<file path="config.mk">
export PLATFORM = sky130hd
export DESIGN_NAME = is_uart_calc_fsm
export DESIGN_NICKNAME = d
export VERILOG_FILES = /design/src/rtl/is_uart_calc_fsm.sv
export SDC_FILE = /design/constraint.sdc
export NUM_CORES = 1
export LEC_CHECK = 0
export CAP_MARGIN = 20
export CORE_MARGIN = 4
export CORE_UTILIZATION = 60
export CTS_BUF_LIST = sky130_fd_sc_hd__clkbuf_4 sky130_fd_sc_hd__clkbuf_8
export DETAILED_ROUTE_END_ITERATION = 10
export HOLD_SLACK_MARGIN = 0.1
export PLACE_DENSITY_LB_ADDON = 0.12
export SLEW_MARGIN = 15
export SYNTH_ARGS = -nofsm -noshare
export SYNTH_HDL_FRONTEND = slang
export SYNTH_SLANG_ARGS = --single-unit
</file>
<file path="constraint.sdc">
create_clock -name clk_i -period 6.3 [get_ports clk_i]
set_input_delay 0.63 -clock clk_i [delete_from_list [all_inputs] [get_ports clk_i]]
set_output_delay 0.63 -clock clk_i [all_outputs]
set_load 0.1 [all_outputs]
</file>
<file path="src/rtl/is_uart_calc_fsm.sv">
// Line-oriented calculator engine: parses "<op><hex>\r\n" from the UART RX core,
// updates an accumulator and streams a ROM message plus the result to the UART TX core.
module is_uart_calc_fsm #(
    parameter int DIGITS    = 8,
    parameter int MEM_AW    = 8,
    parameter int MSG_LEN   = 16,
    parameter int OK_BASE   = 0,
    parameter int ESYN_BASE = 16,
    parameter int EPAR_BASE = 32,
    parameter int EFRM_BASE = 48,
    localparam int ACC_W    = 4 * DIGITS
) (
    input  logic              clk_i,
    input  logic              rstn_i,
    input  logic              rx_valid_i,
    input  logic [7:0]        rx_data_i,
    input  logic              rx_perr_i,
    input  logic              rx_ferr_i,
    input  logic              tx_ready_i,
    output logic              tx_valid_o,
    output logic [7:0]        tx_data_o,
    output logic [MEM_AW-1:0] mem_addr_o,
    input  logic [7:0]        mem_data_i,
    output logic [ACC_W-1:0]  acc_o,
    output logic              busy_o,
    output logic              err_o,
    output logic [2:0]        dbg_state_o
);

    localparam int CNT_MAX = (DIGITS > MSG_LEN) ? DIGITS : MSG_LEN;
    localparam int CW      = $clog2(CNT_MAX + 1);
    localparam int NW      = $clog2(DIGITS + 1);

    localparam logic [2:0] S_IDLE = 3'd0;
    localparam logic [2:0] S_RDIG = 3'd1;
    localparam logic [2:0] S_RLF  = 3'd2;
    localparam logic [2:0] S_TMSG = 3'd3;
    localparam logic [2:0] S_TRES = 3'd4;
    localparam logic [2:0] S_TCR  = 3'd5;
    localparam logic [2:0] S_TLF  = 3'd6;
    localparam logic [2:0] S_SKIP = 3'd7;

    localparam logic [7:0] CH_CR = 8'h0D;
    localparam logic [7:0] CH_LF = 8'h0A;

    localparam logic [MEM_AW-1:0] A_OK   = MEM_AW'(OK_BASE);
    localparam logic [MEM_AW-1:0] A_ESYN = MEM_AW'(ESYN_BASE);
    localparam logic [MEM_AW-1:0] A_EPAR = MEM_AW'(EPAR_BASE);
    localparam logic [MEM_AW-1:0] A_EFRM = MEM_AW'(EFRM_BASE);

    // TX handshake: a byte moves when tx_valid_o & tx_ready_i on a rising clk_i;
    // tx_data_o only reloads when the output slot is empty or being drained.

    logic [2:0]        r_state;
    logic [ACC_W-1:0]  r_acc;
    logic [ACC_W-1:0]  r_opnd;
    logic [ACC_W-1:0]  r_shr;
    logic [NW-1:0]     r_ndig;
    logic [CW-1:0]     r_cnt;
    logic [1:0]        r_op;
    logic              r_ok;
    logic              r_abort;
    logic              r_lf_sent;
    logic [MEM_AW-1:0] r_mem_addr;
    logic              r_mem_vld;
    logic              r_tx_valid;
    logic [7:0]        r_tx_data;
    logic              r_err;

    logic              w_is_dig;
    logic [3:0]        w_nib;
    logic              w_is_op;
    logic [1:0]        w_op;
    logic              w_slot;
    logic              w_err;
    logic [MEM_AW-1:0] w_err_base;
    logic [ACC_W-1:0]  w_acc_nx;

    function automatic logic [7:0] hex_ascii(input logic [3:0] n);
        return (n < 4'd10) ? (8'h30 + {4'h0, n}) : (8'h37 + {4'h0, n});
    endfunction

    // Letters A-F and a-f both carry 1..6 in the low nibble.
    always_comb begin
        w_is_dig = 1'b0;
        w_nib    = 4'h0;
        if (rx_data_i >= 8'h30 && rx_data_i <= 8'h39) begin
            w_is_dig = 1'b1;
            w_nib    = rx_data_i[3:0];
        end else if ((rx_data_i >= 8'h41 && rx_data_i <= 8'h46) ||
                     (rx_data_i >= 8'h61 && rx_data_i <= 8'h66)) begin
            w_is_dig = 1'b1;
            w_nib    = rx_data_i[3:0] + 4'd9;
        end
    end

    always_comb begin
        w_is_op = 1'b1;
        w_op    = 2'd0;
        case (rx_data_i)
            8'h3D:   w_op = 2'd0;
            8'h2B:   w_op = 2'd1;
            8'h2D:   w_op = 2'd2;
            8'h5E:   w_op = 2'd3;
            default: w_is_op = 1'b0;
        endcase
    end

    always_comb begin
        w_acc_nx = r_opnd;
        case (r_op)
            2'd0:    w_acc_nx = r_opnd;
            2'd1:    w_acc_nx = r_acc + r_opnd;
            2'd2:    w_acc_nx = r_acc - r_opnd;
            default: w_acc_nx = r_acc ^ r_opnd;
        endcase
    end

    // Line errors only arise while parsing; framing beats parity beats syntax.
    always_comb begin
        w_err      = 1'b0;
        w_err_base = A_ESYN;
        if (rx_valid_i && (r_state == S_IDLE || r_state == S_RDIG || r_state == S_RLF)) begin
            if (rx_ferr_i) begin
                w_err      = 1'b1;
                w_err_base = A_EFRM;
            end else if (rx_perr_i) begin
                w_err      = 1'b1;
                w_err_base = A_EPAR;
            end else begin
                case (r_state)
                    S_IDLE: w_err = !w_is_op;
                    S_RDIG: begin
                        if (w_is_dig)
                            w_err = (r_ndig == NW'(DIGITS));
                        else if (rx_data_i == CH_CR)
                            w_err = (r_ndig == '0);
                        else
                            w_err = 1'b1;
                    end
                    default: w_err = (rx_data_i != CH_LF);
                endcase
            end
        end
    end

    assign w_slot = !r_tx_valid || tx_ready_i;

    always_ff @(posedge clk_i or negedge rstn_i) begin
        if (!rstn_i) begin
            r_state    <= S_IDLE;
            r_acc      <= '0;
            r_opnd     <= '0;
            r_shr      <= '0;
            r_ndig     <= '0;
            r_cnt      <= '0;
            r_op       <= 2'd0;
            r_ok       <= 1'b0;
            r_abort    <= 1'b0;
            r_lf_sent  <= 1'b0;
            r_mem_addr <= '0;
            r_mem_vld  <= 1'b0;
            r_tx_valid <= 1'b0;
            r_tx_data  <= 8'h00;
            r_err      <= 1'b0;
        end else begin
            r_err <= 1'b0;
            if (r_tx_valid && tx_ready_i)
                r_tx_valid <= 1'b0;

            if (w_err) begin
                // A line ended by an erroneous '\n' needs no skipping afterwards.
                r_err      <= 1'b1;
                r_state    <= S_TMSG;
                r_mem_addr <= w_err_base;
                r_mem_vld  <= 1'b0;
                r_cnt      <= '0;
                r_ok       <= 1'b0;
                r_abort    <= (rx_data_i != CH_LF);
                r_opnd     <= '0;
                r_ndig     <= '0;
            end else begin
                case (r_state)
                    S_IDLE: begin
                        if (rx_valid_i) begin
                            r_op    <= w_op;
                            r_state <= S_RDIG;
                        end
                    end
                    S_RDIG: begin
                        if (rx_valid_i) begin
                            if (w_is_dig) begin
                                r_opnd <= {r_opnd[ACC_W-5:0], w_nib};
                                r_ndig <= r_ndig + NW'(1);
                            end else begin
                                r_state <= S_RLF;
                            end
                        end
                    end
                    S_RLF: begin
                        if (rx_valid_i) begin
                            r_acc      <= w_acc_nx;
                            r_state    <= S_TMSG;
                            r_mem_addr <= A_OK;
                            r_mem_vld  <= 1'b0;
                            r_cnt      <= '0;
                            r_ok       <= 1'b1;
                            r_abort    <= 1'b0;
                        end
                    end
                    S_TMSG: begin
                        // mem_data_i is valid one cycle after each new address.
                        if (r_mem_vld && w_slot) begin
                            r_tx_valid <= 1'b1;
                            r_tx_data  <= mem_data_i;
                            r_mem_vld  <= 1'b0;
                            if (r_cnt == CW'(MSG_LEN - 1)) begin
                                r_cnt   <= '0;
                                r_shr   <= r_acc;
                                r_state <= r_ok ? S_TRES : S_TCR;
                            end else begin
                                r_cnt      <= r_cnt + CW'(1);
                                r_mem_addr <= r_mem_addr + MEM_AW'(1);
                            end
                        end else begin
                            r_mem_vld <= 1'b1;
                        end
                    end
                    S_TRES: begin
                        if (w_slot) begin
                            r_tx_valid <= 1'b1;
                            r_tx_data  <= hex_ascii(r_shr[ACC_W-1 -: 4]);
                            r_shr      <= {r_shr[ACC_W-5:0], 4'h0};
                            if (r_cnt == CW'(DIGITS - 1)) begin
                                r_cnt   <= '0;
                                r_state <= S_TCR;
                            end else begin
                                r_cnt <= r_cnt + CW'(1);
                            end
                        end
                    end
                    S_TCR: begin
                        if (w_slot) begin
                            r_tx_valid <= 1'b1;
                            r_tx_data  <= CH_CR;
                            r_lf_sent  <= 1'b0;
                            r_state    <= S_TLF;
                        end
                    end
                    S_TLF: begin
                        // Stay busy until the final '\n' has actually left.
                        if (!r_lf_sent) begin
                            if (w_slot) begin
                                r_tx_valid <= 1'b1;
                                r_tx_data  <= CH_LF;
                                r_lf_sent  <= 1'b1;
                            end
                        end else if (tx_ready_i) begin
                            r_lf_sent <= 1'b0;
                            r_opnd    <= '0;
                            r_ndig    <= '0;
                            r_state   <= r_abort ? S_SKIP : S_IDLE;
                        end
                    end
                    default: begin
                        if (rx_valid_i && rx_data_i == CH_LF) begin
                            r_abort <= 1'b0;
                            r_opnd  <= '0;
                            r_ndig  <= '0;
                            r_state <= S_IDLE;
                        end
                    end
                endcase
            end
        end
    end

    assign tx_valid_o  = r_tx_valid;
    assign tx_data_o   = r_tx_data;
    assign mem_addr_o  = r_mem_addr;
    assign acc_o       = r_acc;
    assign busy_o      = (r_state != S_IDLE);
    assign err_o       = r_err;
    assign dbg_state_o = r_state;

endmodule

</file>
==> impl_metrics.env <==
export IMPL_status="finished, final reports clean"
export IMPL_grt_pass1_vias=8062
export IMPL_critPathMaxFanout=7
export IMPL_cp_end_kind="register"
export IMPL_clk_path_buf_depth=2
export IMPL_hold_slack_ns=0.148
export IMPL_antenna_left=0
export IMPL_setup_ws_ns=1.85
export IMPL_routed_wl_um=24900
export IMPL_drt_iter0_drc=783
export IMPL_track_usage_pct=29.3
export IMPL_tightest_slew_ns=0.991
export IMPL_timing_rr_end="acc_o[30]"
export IMPL_setup_tns_final_ns=0
export IMPL_syn_cell_area_um2=9110
export IMPL_ys_seq_elements=132
export IMPL_drv_cap=0
export IMPL_worstPathArrival_ns=4.81
export IMPL_clock_sinks=132
export IMPL_ff2ff_setup_slack_ns=1.85
export IMPL_wl_met3_um=2020
export IMPL_drc_errors=0
export IMPL_layout_nets=1255
export IMPL_clk_pin_slew_worst_paths_ns=0.08
export IMPL_muxShareOfSynthArea_pct=0.618
export IMPL_hpwl_um=17400
export IMPL_io_pins=76
export IMPL_peakVddDrop_mv=0.255
export IMPL_reg2reg_from="r_opnd[2]"
export IMPL_die_y_um=131
export IMPL_wl_met2_um=11200
export IMPL_layout_cells_most_common="nand2_1"
export IMPL_syn_inst=1158
export IMPL_fmax_mhz=225
export IMPL_drive_gt1_share_pct=5.76
export IMPL_synthDistinctLibCells=71
export IMPL_synth_compound_area_share_pct=23.6
export IMPL_layout_common_cells="nand2_1, dfrtp_1, o21ai_0"
export IMPL_h_tree_depth=4
export IMPL_via_per_inst=6.20
export IMPL_die_width_um=131
export IMPL_post_cts_resize_count=0
export IMPL_initial_utilization_pct=62.0
export IMPL_diodes=0
export IMPL_pre_cts_slack_ns=1.85
export IMPL_syn_to_final_growth_pct=13.1
export IMPL_p_leak_nw=4.53
export IMPL_vias=8573
export IMPL_post_cts_setup_buffers=0
export IMPL_routabilityCongestion=0.938
export IMPL_root_buffer="clkbuf_8"
export IMPL_synth_edff_count=0
export IMPL_top_layer_used="met4"
export IMPL_post_route_util_pct=70.1
export IMPL_yosysSeqAreaShare_pct=36.3
export IMPL_async_flop_share_pct=100
export IMPL_finalMaxSlewViolations=0
export IMPL_grt_max_degree=72
export IMPL_hp_class="primary input to async pin"
export IMPL_synth_top_family_by_area="compound AO/OA/AOI/OAI gates"
export IMPL_crit_path_start_kind="register"
export IMPL_min_period_ns=4.45
export IMPL_die_area_um2=17200
export IMPL_synthSimpleGateAreaFrac_pct=21.2
export IMPL_first_pass_iters=6
export IMPL_finClkSkew_ns=0.00852
export IMPL_required_ns=6.66
export IMPL_postCtsHoldBufs=0
export IMPL_hold_viol=0
export IMPL_p_total_mw=5.19
export IMPL_core_rowCount=44
export IMPL_synth_xor_area_share_pct=6.25
export IMPL_grt_overflow=0
export IMPL_met1_length_um=11300
export IMPL_period_share_pct=70.7
export IMPL_port_buffers=75
export IMPL_synth_fa_ha_area_share_pct=6.68
export IMPL_coreArea_um2=14700
export IMPL_cts_made_buffers=17
export IMPL_clkLatencyLatePin_ns=0.45
export IMPL_ys_warnings_count=0
export IMPL_rsz0062_at_grt="false"
export IMPL_ys_flop_type="dfrtp_1"
export IMPL_syn_nets=1228
export IMPL_cellPowerDensity_nw_per_um2=504
export IMPL_avgSynthCellArea_um2=7.87
export IMPL_grt_pass1_wl_um=42000
export IMPL_cts_tree="done"
export IMPL_antenna_found_initial=0
export IMPL_wl_per_cell_um=18.0
export IMPL_slew_limit_headroom_pct=33.7
export IMPL_critPathKind="register to register"
export IMPL_finalSetupViolCount=0
export IMPL_rr_worst_depth=14
-- cells in the mapped netlist (all sizes together), types with 3 or more instances --
library cell  count  area, um2
a22oi            13       97.6
xnor2            49        429
and3             10       62.6
nand3            57        290
clkbuf           63        236
nand3b            5       37.5
o21a             16        120
ha               47        588
o221ai            5       43.8
or2               4       25.0
dfrtp           132       3300
or4b              3       30.0
a211o             4       35.0
inv              44        165
a22o              3       26.3
nor2b             9       56.3
a31oi            48        300
nand2b            7       43.8
o22ai             3       18.8
a211oi            7       52.6
nand4             4       25.0
xor2             16        140
o211ai            5       37.5
nor4              7       43.8
o21ai           136        681
o21bai            4       30.0
buf              16       91.3
o31ai             9       67.6
or3               4       25.0
nor3             12       60.1
nor2            128        480
mux2              5       56.3
nand2           168        633
a21o              7       52.6
a21oi            68        352
-- kinds of logic (layout without fill, tap and decap cells) --
group | after synthesis | after routing
AND/OR/NAND/NOR | 432 | 432
AO/OA/AOI/OAI | 353 | 353
flip-flops | 132 | 132
buffers and inverters | 123 | 163
XOR/XNOR | 65 | 65
adder cells (fa/ha/maj) | 48 | 48
multiplexers | 5 | 5
-- through the flow --
stage          instances  instance area [um2]
2_1_floorplan       1158                 9110
3_3_place_gp        1350                 9880
3_5_place_dp        1350                 9880
4_1_cts             1382                10300
5_1_grt             1382                10300
6_report            1382                10300
-- final cells by class --
| class | instances | area [um2] |
|---|---|---|
| Clock buffer | 23 | 304 |
| Timing Repair Buffer | 87 | 842 |
| Fill cell | 1228 | 4390 |
| Sequential cell | 132 | 3300 |
| Clock inverter | 9 | 125 |
| Multi-Input combinational cell | 903 | 5340 |
| Inverter | 44 | 165 |
| Tap cell | 184 | 230 |
-- how the worst max path moves through the flow --
stage | start | end | slack [ns] | depth (start not counted)
finish | r_opnd[2] | acc_o[30] | 1.85 | 14
global route | r_opnd[2] | acc_o[30] | 1.46 | 16
CTS | r_opnd[2] | acc_o[30] | 1.90 | 14
detailed placement | rx_data_i[1] | r_shr[3] | 1.85 | 15
global placement | rx_data_i[1] | r_shr[3] | 1.90 | 15
floorplan | r_opnd[2] | acc_o[30] | 2.55 | 16
-- registers in the layout, summed over array words and instances (netlist names) --
register     flops
acc_o           32
r_opnd          32
r_shr           32
mem_addr_o       8
tx_data_o        8
r_cnt            5
r_ndig           4
dbg_state_o      3
r_op             2
err_o            1
r_abort          1
r_lf_sent        1
r_mem_vld        1
r_ok             1
tx_valid_o       1
-- worst max-delay path, cell delays in order, from the launching register on --
cell and delay, ns:
dfrtp_1 0.46, nor2_1 0.21, nor4b_1 0.75, nor2_1 0.11, xnor2_1 0.16, ha_1 0.34, o211ai_1 0.10, a21oi_1 0.06
a211oi_1 0.42, o21ai_0 0.29, a211o_1 0.42, o21ba_2 0.26, o311a_1 0.35, mux2_2 0.27, o21ai_0 0.15
-- layer usage --
metal	GRT usage (%)	up-vias
met5	0	-
met4	7.00	0
met3	6.50	31
met2	44.7	322
met1	43.0	4090
li1	-	4130
-- report_power, final --
part / leakage [nW] / switching, mW / internal (mW)
sequential: 1.74 / 0.177 / 1.04
clock: 0.219 / 0.327 / 0.440
combinational: 2.58 / 2.06 / 1.15
total: 4.53 / 2.56 / 2.63
(Power assumes the default switching activity.)
